==> config.mk <==
export PLATFORM = sky130hd
export DESIGN_NAME = ux607_icb_pwm_buf
export DESIGN_NICKNAME = d
export VERILOG_FILES = /design/src/rtl/ux607_icb_fifo.sv /design/src/rtl/ux607_icb_pwm_buf.sv
export VERILOG_INCLUDE_DIRS = /design/src /design/src/rtl
export SDC_FILE = /design/constraint.sdc
export NUM_CORES = 1
export LEC_CHECK = 0
export ABC_CLOCK_PERIOD_IN_PS = 7300
export BUFFER_PORTS_ARGS = -buffer_cell sky130_fd_sc_hd__clkbuf_2
export CAP_MARGIN = 20
export CORE_AREA = 2 2 122 124
export CTS_CLUSTER_SIZE = 24
export DETAILED_ROUTE_END_ITERATION = 10
export DIE_AREA = 0 0 124 126
export GPL_TIMING_DRIVEN = 0
export PLACE_DENSITY = 0.82
export SETUP_SLACK_MARGIN = 0.02
export SLEW_MARGIN = 0
export SYNTH_ARGS = -nofsm -noshare
export SYNTH_HDL_FRONTEND = slang
export SYNTH_SLANG_ARGS = --single-unit
==> constraint.sdc <==
create_clock -name clk -period 7.3 [get_ports clk]
set_input_delay 0.365 -clock clk [delete_from_list [all_inputs] [get_ports clk]]
set_output_delay 0.365 -clock clk [all_outputs]
set_load 0.03 [all_outputs]
==> src/rtl/ux607_defines.sv <==
`ifndef UX607_DEFINES_SV
`define UX607_DEFINES_SV
// ============================================================================
//  Module      : ux607_defines (shared macro definitions)
//  Description : Physical-address width and ICB data width shared by the
//                UX607 ICB peripherals.
//  Revision    : 1.0 - initial release
// ============================================================================
`default_nettype none

`define UX607_PA_SIZE 32
`define UX607_ICB_DW  32

`default_nettype wire
`endif

==> src/rtl/ux607_icb_fifo.sv <==
`ifndef UX607_PA_SIZE
`include "ux607_defines.sv"
`endif
`default_nettype none
// ============================================================================
//  Module      : ux607_icb_fifo
//  Description : Generic synchronous FIFO with wrap-bit pointers. Full/empty
//                and occupancy come from registered pointers only; data
//                storage is not reset.
//  Revision    : 1.0 - initial release
// ============================================================================
module ux607_icb_fifo #(
    parameter int DW    = 32,
    parameter int DEPTH = 2
) (
    input  logic                   clk,
    input  logic                   rst_n,
    input  logic                   i_wr_en,
    input  logic [DW-1:0]          i_wr_data,
    input  logic                   i_rd_en,
    output logic [DW-1:0]          o_rd_data,
    output logic                   o_full,
    output logic                   o_empty,
    output logic [$clog2(DEPTH):0] o_count
);

    localparam int c_PW = $clog2(DEPTH) + 1;
    localparam int c_IW = (DEPTH > 1) ? $clog2(DEPTH) : 1;
    // Pointer XOR equals exactly the wrap bit when the FIFO is full
    localparam logic [c_PW-1:0] c_FULL_XOR = c_PW'(DEPTH);

    logic [c_PW-1:0] r_wptr;
    logic [c_PW-1:0] r_rptr;
    logic [DW-1:0]   r_mem [DEPTH];
    logic [c_IW-1:0] w_widx;
    logic [c_IW-1:0] w_ridx;
    logic            w_wr;
    logic            w_rd;

    generate
        if (DEPTH > 1) begin : g_multi
            assign w_widx = r_wptr[c_IW-1:0];
            assign w_ridx = r_rptr[c_IW-1:0];
        end else begin : g_single
            assign w_widx = '0;
            assign w_ridx = '0;
        end
    endgenerate

    assign o_full    = ((r_wptr ^ r_rptr) == c_FULL_XOR);
    assign o_empty   = (r_wptr == r_rptr);
    assign o_count   = r_wptr - r_rptr;
    assign o_rd_data = r_mem[w_ridx];
    assign w_wr      = i_wr_en & ~o_full;
    assign w_rd      = i_rd_en & ~o_empty;

    // Pointer advance; both wrap naturally modulo 2*DEPTH
    always_ff @(posedge clk) begin
        if (!rst_n) begin
            r_wptr <= '0;
            r_rptr <= '0;
        end else begin
            if (w_wr) r_wptr <= r_wptr + c_PW'(1);
            if (w_rd) r_rptr <= r_rptr + c_PW'(1);
        end
    end

    // Storage write, intentionally without reset
    always_ff @(posedge clk) begin
        if (w_wr) r_mem[w_widx] <= i_wr_data;
    end

endmodule
`default_nettype wire

==> src/rtl/ux607_icb_pwm_buf.sv <==
`ifndef UX607_PA_SIZE
`include "ux607_defines.sv"
`endif
`default_nettype none
// ============================================================================
//  Module      : ux607_icb_pwm_buf
//  Description : ICB command/response buffer in front of the PWM block.
//                Commands are only issued downstream when a response slot is
//                guaranteed, so the response FIFO never back-pressures the
//                PWM while commands are outstanding.
//  Revision    : 1.0 - initial release
// ============================================================================
module ux607_icb_pwm_buf #(
    parameter int DEPTH = 2
) (
    input  logic                      clk,
    input  logic                      rst_n,
    // Upstream ICB slave
    input  logic                      i_icb_cmd_valid,
    output logic                      i_icb_cmd_ready,
    input  logic [`UX607_PA_SIZE-1:0] i_icb_cmd_addr,
    input  logic                      i_icb_cmd_read,
    input  logic [`UX607_ICB_DW-1:0]  i_icb_cmd_wdata,
    output logic                      i_icb_rsp_valid,
    input  logic                      i_icb_rsp_ready,
    output logic [`UX607_ICB_DW-1:0]  i_icb_rsp_rdata,
    // Downstream ICB master
    output logic                      o_icb_cmd_valid,
    input  logic                      o_icb_cmd_ready,
    output logic [`UX607_PA_SIZE-1:0] o_icb_cmd_addr,
    output logic                      o_icb_cmd_read,
    output logic [`UX607_ICB_DW-1:0]  o_icb_cmd_wdata,
    input  logic                      o_icb_rsp_valid,
    output logic                      o_icb_rsp_ready,
    input  logic [`UX607_ICB_DW-1:0]  o_icb_rsp_rdata,
    // Status
    output logic                      o_idle
);

    localparam int c_PA = `UX607_PA_SIZE;
    localparam int c_DW = `UX607_ICB_DW;
    localparam int c_CW = c_PA + 1 + c_DW;
    localparam int c_PW = $clog2(DEPTH) + 1;
    localparam logic [c_PW:0] c_DEPTH_EXT = (c_PW + 1)'(DEPTH);

    logic [c_CW-1:0] w_cmd_in;
    logic [c_CW-1:0] w_cmd_head;
    logic            w_cmd_full;
    logic            w_cmd_empty;
    logic [c_PW-1:0] w_cmd_count;
    logic            w_rsp_full;
    logic            w_rsp_empty;
    logic [c_PW-1:0] w_rsp_count;
    logic [c_PW:0]   w_credit_sum;
    logic            w_up_cmd_hs;
    logic            w_dn_cmd_hs;
    logic            w_dn_rsp_hs;
    logic            w_up_rsp_pop;
    logic [c_PW-1:0] r_outs_cnt;

    assign w_cmd_in = {i_icb_cmd_addr, i_icb_cmd_read, i_icb_cmd_wdata};
    assign {o_icb_cmd_addr, o_icb_cmd_read, o_icb_cmd_wdata} = w_cmd_head;

    assign i_icb_cmd_ready = ~w_cmd_full;
    assign w_up_cmd_hs     = i_icb_cmd_valid & ~w_cmd_full;

    // Outstanding commands plus buffered responses must leave a free slot
    assign w_credit_sum    = {1'b0, r_outs_cnt} + {1'b0, w_rsp_count};
    assign o_icb_cmd_valid = ~w_cmd_empty & (w_credit_sum < c_DEPTH_EXT);
    assign w_dn_cmd_hs     = o_icb_cmd_valid & o_icb_cmd_ready;

    assign o_icb_rsp_ready = ~w_rsp_full;
    assign w_dn_rsp_hs     = o_icb_rsp_valid & ~w_rsp_full;

    assign i_icb_rsp_valid = ~w_rsp_empty;
    assign w_up_rsp_pop    = i_icb_rsp_ready & ~w_rsp_empty;

    assign o_idle = (w_cmd_count == '0) & w_rsp_empty & (r_outs_cnt == '0);

    ux607_icb_fifo #(
        .DW    (c_CW),
        .DEPTH (DEPTH)
    ) u_cmd_fifo (
        .clk       (clk),
        .rst_n     (rst_n),
        .i_wr_en   (w_up_cmd_hs),
        .i_wr_data (w_cmd_in),
        .i_rd_en   (w_dn_cmd_hs),
        .o_rd_data (w_cmd_head),
        .o_full    (w_cmd_full),
        .o_empty   (w_cmd_empty),
        .o_count   (w_cmd_count)
    );

    ux607_icb_fifo #(
        .DW    (c_DW),
        .DEPTH (DEPTH)
    ) u_rsp_fifo (
        .clk       (clk),
        .rst_n     (rst_n),
        .i_wr_en   (w_dn_rsp_hs),
        .i_wr_data (o_icb_rsp_rdata),
        .i_rd_en   (w_up_rsp_pop),
        .o_rd_data (i_icb_rsp_rdata),
        .o_full    (w_rsp_full),
        .o_empty   (w_rsp_empty),
        .o_count   (w_rsp_count)
    );

    // Outstanding-command counter: issue increments, response decrements
    always_ff @(posedge clk) begin
        if (!rst_n) begin
            r_outs_cnt <= '0;
        end else begin
            case ({w_dn_cmd_hs, w_dn_rsp_hs})
                2'b10:   r_outs_cnt <= r_outs_cnt + c_PW'(1);
                2'b01:   r_outs_cnt <= r_outs_cnt - c_PW'(1);
                default: r_outs_cnt <= r_outs_cnt;
            endcase
        end
    end

    // A downstream response with nothing outstanding is a protocol violation
    always_ff @(posedge clk) begin
        if (rst_n && w_dn_rsp_hs) begin
            assert (r_outs_cnt != '0);
        end
    end

endmodule
`default_nettype wire

==> run_results.csv <==
group,metric,value,unit
outcome,status,"complete, no violations",
critical_path,ff2ff_path_depth,11,
critical_path,rrSetupSlack,4.39,ns
timing,setup_violations,0,
power_and_ir_drop,power_density,360.3,nW/um^2
final_layout,n_fill_cell,936,
final_layout,nNetsFinal,727,
final_layout,diodes,0,
timing,worstMarginPinSlew,0.6079,ns
critical_path,worstSetupEndpointType,"flop",
clocking,h-tree-depth,1,
place,io_buffers,204,
yosys,yosys_warnings,0,
yosys,yosysUniqueCellTypes,33,
hold_path,min_from,"o_icb_rsp_rdata[0]",
final_layout,fin_area,9749,sq um
timing,slew_viol_final,0,
critical_path,worst_ep_arrival_time,3.31,ns
routing,firstDrtPassIters,4,
die,die-width,124,um
hold_path,min_to,"u_rsp_fifo.r_mem[1][0]$_DFFE_PP_",
clocking,insertion_delay,0.47,ns
timing,whs,0.08016,ns
hold_path,hold_path_depth,1,
run,cap_violations,0,
timing,period_share,39.87,%
die,coreArea,14310,sq um
yosys,syn-num-nets,495,
power_and_ir_drop,leakagePower,3.767,nW
grt,overflow,0,
clocking,cts_tree,"built",
yosys,yosysSeqAreaShare,78.43,%
grt,antenna_found_initial,0,
timing,clock_skew,0.005288,ns
routing,via_count,4232,
critical_path,path_buf_inv,3,
place,place_congestion,0.7647,
grt,grt_first_pass_wirelength,22110,um
clocking,cts_hold_buf,0,
final_layout,final_common_cell,"clkbuf_2",
yosys,ys_ff_latch,206,
clocking,clock_sink_count,206,
critical_path,r2r-end,"r_outs_cnt[1]$_SDFFE_PN0P_",
yosys,netlist_area,7734,sq um
power_and_ir_drop,peakVddDrop,244.2,uV
critical_path,cp_num_cells,11,
clocking,clk_path_buf_depth,3,
die,fp.dieH,126,um
timing,fin_setup_tns,0,ns
routing,drtIter0Drc,307,
routing,drc,0,
grt,grt_use_total,18.48,%
routing,ant_nets,0,
die,rows,44,
timing,hold_violations,0,
critical_path,critPathTopFamily,"adder cells",
yosys,syn-instance-count,388,
critical_path,startpoint_type,"flop",
yosys,avgSynthCellArea,19.93,sq um
clocking,post_cts_buffers,0,
critical_path,path_cells,"inv_1, ha_1, clkbuf_1, nand2b_1, fa_1, nand3_1, a21oi_4, inv_1, ha_1, or3_1, a21oi_1",
hold_path,hold_class,"in2reg",
timing,fmax,343.5,MHz
timing,timing.final.crit_period,2.911,ns
critical_path,critPathRequiredTime,7.70,ns
place,detailed_place_hpwl,10840,um
final_layout,area_growth,26.06,%
timing,relSlewSlack,59.47,%
final_layout,mostFrequentLayoutCells,"204 x clkbuf_2, 194 x edfxtp_1, 80 x mux2_1, 21 x clkbuf_16, 17 x mux2_2",
grt,grt_max_degree,32,
critical_path,rr_startpoint,"u_rsp_fifo.r_wptr[0]$_SDFFE_PN0P_",
place,dpl_cell_area,9139,sq um
routing,routed_wl,14900,um
grt,first_global_vias,4422,
clocking,clk_pin_slew,0.06,ns
timing,rsz0062_at_grt,"false",
die,floorplan.initialDensity,54.03,%
die,dieArea,15620,sq um
critical_path,critPathSlowestCell,"fa_1",
routing,vias_per_cell,5.180,
clocking,cts_buffers,20,
final_layout,utilization,68.11,%
critical_path,critPathKind,"reg2reg",
routing,post_drt_wl_per_cell,18.24,um
die,ios,205,
final_layout,drive_above_1_share,42.97,%
critical_path,crit_fanout,9,
critical_path,cpPeakStageDelay,0.53,ns
clocking,cts-root-buf,"clkbuf_16",
clocking,post_cts_resized,0,
==> cell type report <==
class,instances,area [sq um],area share (%)
Buffer,13,61.31,0.6289
Clock buffer,24,536.8,5.506
Clock inverter,11,73.82,0.7572
Inverter,6,22.52,0.2310
Multi-Input combinational cell,163,1603,16.44
Sequential cell,206,6066,62.22
Tap cell,184,230.2,2.361
Timing Repair Buffer,210,1156,11.86
==> layer usage <==
| layer | up-vias | part of all wire [%] | GRT usage [%] |
|---|---|---|---|
| li1 | 1971 | - | - |
| met1 | 2070 | 38 | 21.36 |
| met2 | 164 | 51 | 33.42 |
| met3 | 27 | 8.5 | 4.529 |
| met4 | 0 | 2.4 | 6.015 |
| met5 | - | 0 | 0 |
==> report_power, final <==
group | switching [W] | leakage, nW | internal (W)
combinational | 0.000724 | 1.56 | 0.000356
sequential | 0.0000413 | 1.91 | 0.00144
clock | 0.000391 | 0.295 | 0.000556
==> cells by family (layout without fill, tap and decap cells) <==
group | Yosys count | count (layout) | share of synthesized area (%)
XOR/XNOR | 8 | 8 | 1.100
flip-flops | 206 | 206 | 78.43
adder cells (fa/ha/maj) | 4 | 4 | 0.7443
AO/OA/AOI/OAI | 15 | 15 | 1.489
buffers and inverters | 19 | 264 | 1.084
multiplexers | 105 | 105 | 15.16
AND/OR/NAND/NOR | 31 | 31 | 1.990
==> sequential cells by signal, indices dropped and copies added (netlist names), named ones only <==
| name | flops |
|---|---|
| u_rsp_fifo.r_mem | 64 |
| u_rsp_fifo.r_wptr | 2 |
| r_outs_cnt | 2 |
| u_cmd_fifo.r_rptr | 2 |
| u_cmd_fifo.r_mem | 130 |
| u_rsp_fifo.r_rptr | 2 |
| u_cmd_fifo.r_wptr | 2 |
==> synthesized netlist by cell type <==
cell       number  area share [%]
a21boi_2        2            0.29
a21oi_4         1            0.21
o21ai_2         1            0.11
o211a_1         1            0.13
nand2_1        14            0.68
ha_1            3            0.49
nand3_1         1           0.065
and2_1          2            0.16
a211o_1         1            0.11
mux2_1         80              12
inv_2           1           0.048
xor2_2          1            0.21
nor3_2          1            0.13
xor2_1          2            0.23
edfxtp_1      194              75
nor2b_1         1           0.081
clkbuf_1        3            0.15
nor2_1          3            0.15
fa_1            1            0.26
o21ai_0         2            0.13
a21oi_1         6            0.39
mux2i_1         8             1.0
nand4_1         2            0.16
xnor2_2         1            0.21
xnor2_1         4            0.45
and3_1          1           0.081
o2111ai_1       1            0.11
inv_1           5            0.24
mux2_2         17             2.5
or3_1           2            0.16
buf_2          10            0.65
nand2b_1        4            0.32
dfxtp_1        12             3.1
==> per-stage QoR <==
| stage | total power, W | instances | worst slack [ns] |
|---|---|---|---|
| 2_1_floorplan | 0.002267 | 388 | 2.835 |
| 3_3_place_gp | 0.002549 | 776 | 1.307 |
| 3_5_place_dp | 0.002593 | 782 | 4.431 |
| 4_1_cts | 0.003547 | 817 | 4.392 |
| 5_1_grt | 0.003667 | 817 | 4.190 |
| 6_report | 0.003513 | 817 | 4.389 |
==> how the worst max path moves through the flow <==
stage,endpoint,startpoint,slack (ns)
finish,r_outs_cnt[1]$_SDFFE_PN0P_,u_rsp_fifo.r_wptr[0]$_SDFFE_PN0P_,4.39
global route,r_outs_cnt[1]$_SDFFE_PN0P_,u_rsp_fifo.r_wptr[0]$_SDFFE_PN0P_,4.19
CTS,r_outs_cnt[1]$_SDFFE_PN0P_,u_rsp_fifo.r_wptr[0]$_SDFFE_PN0P_,4.39
detailed placement,r_outs_cnt[1]$_SDFFE_PN0P_,u_rsp_fifo.r_wptr[0]$_SDFFE_PN0P_,4.43
global placement,u_cmd_fifo.r_mem[1][44]$_DFFE_PP_,u_cmd_fifo.r_wptr[0]$_SDFFE_PN0P_,1.31
floorplan,u_cmd_fifo.r_mem[1][0]$_DFFE_PP_,u_cmd_fifo.r_wptr[0]$_SDFFE_PN0P_,2.83
==> worst register-to-register path, stage by stage, from the launching register on <==
cell      delay (ns)
dfxtp_1         0.37
inv_1           0.08
ha_1            0.27
clkbuf_1        0.21
nand2b_1        0.21
fa_1            0.53
nand3_1         0.13
a21oi_4         0.18
inv_1           0.06
ha_1            0.31
or3_1           0.35
a21oi_1         0.15
(Power assumes the default switching activity.)
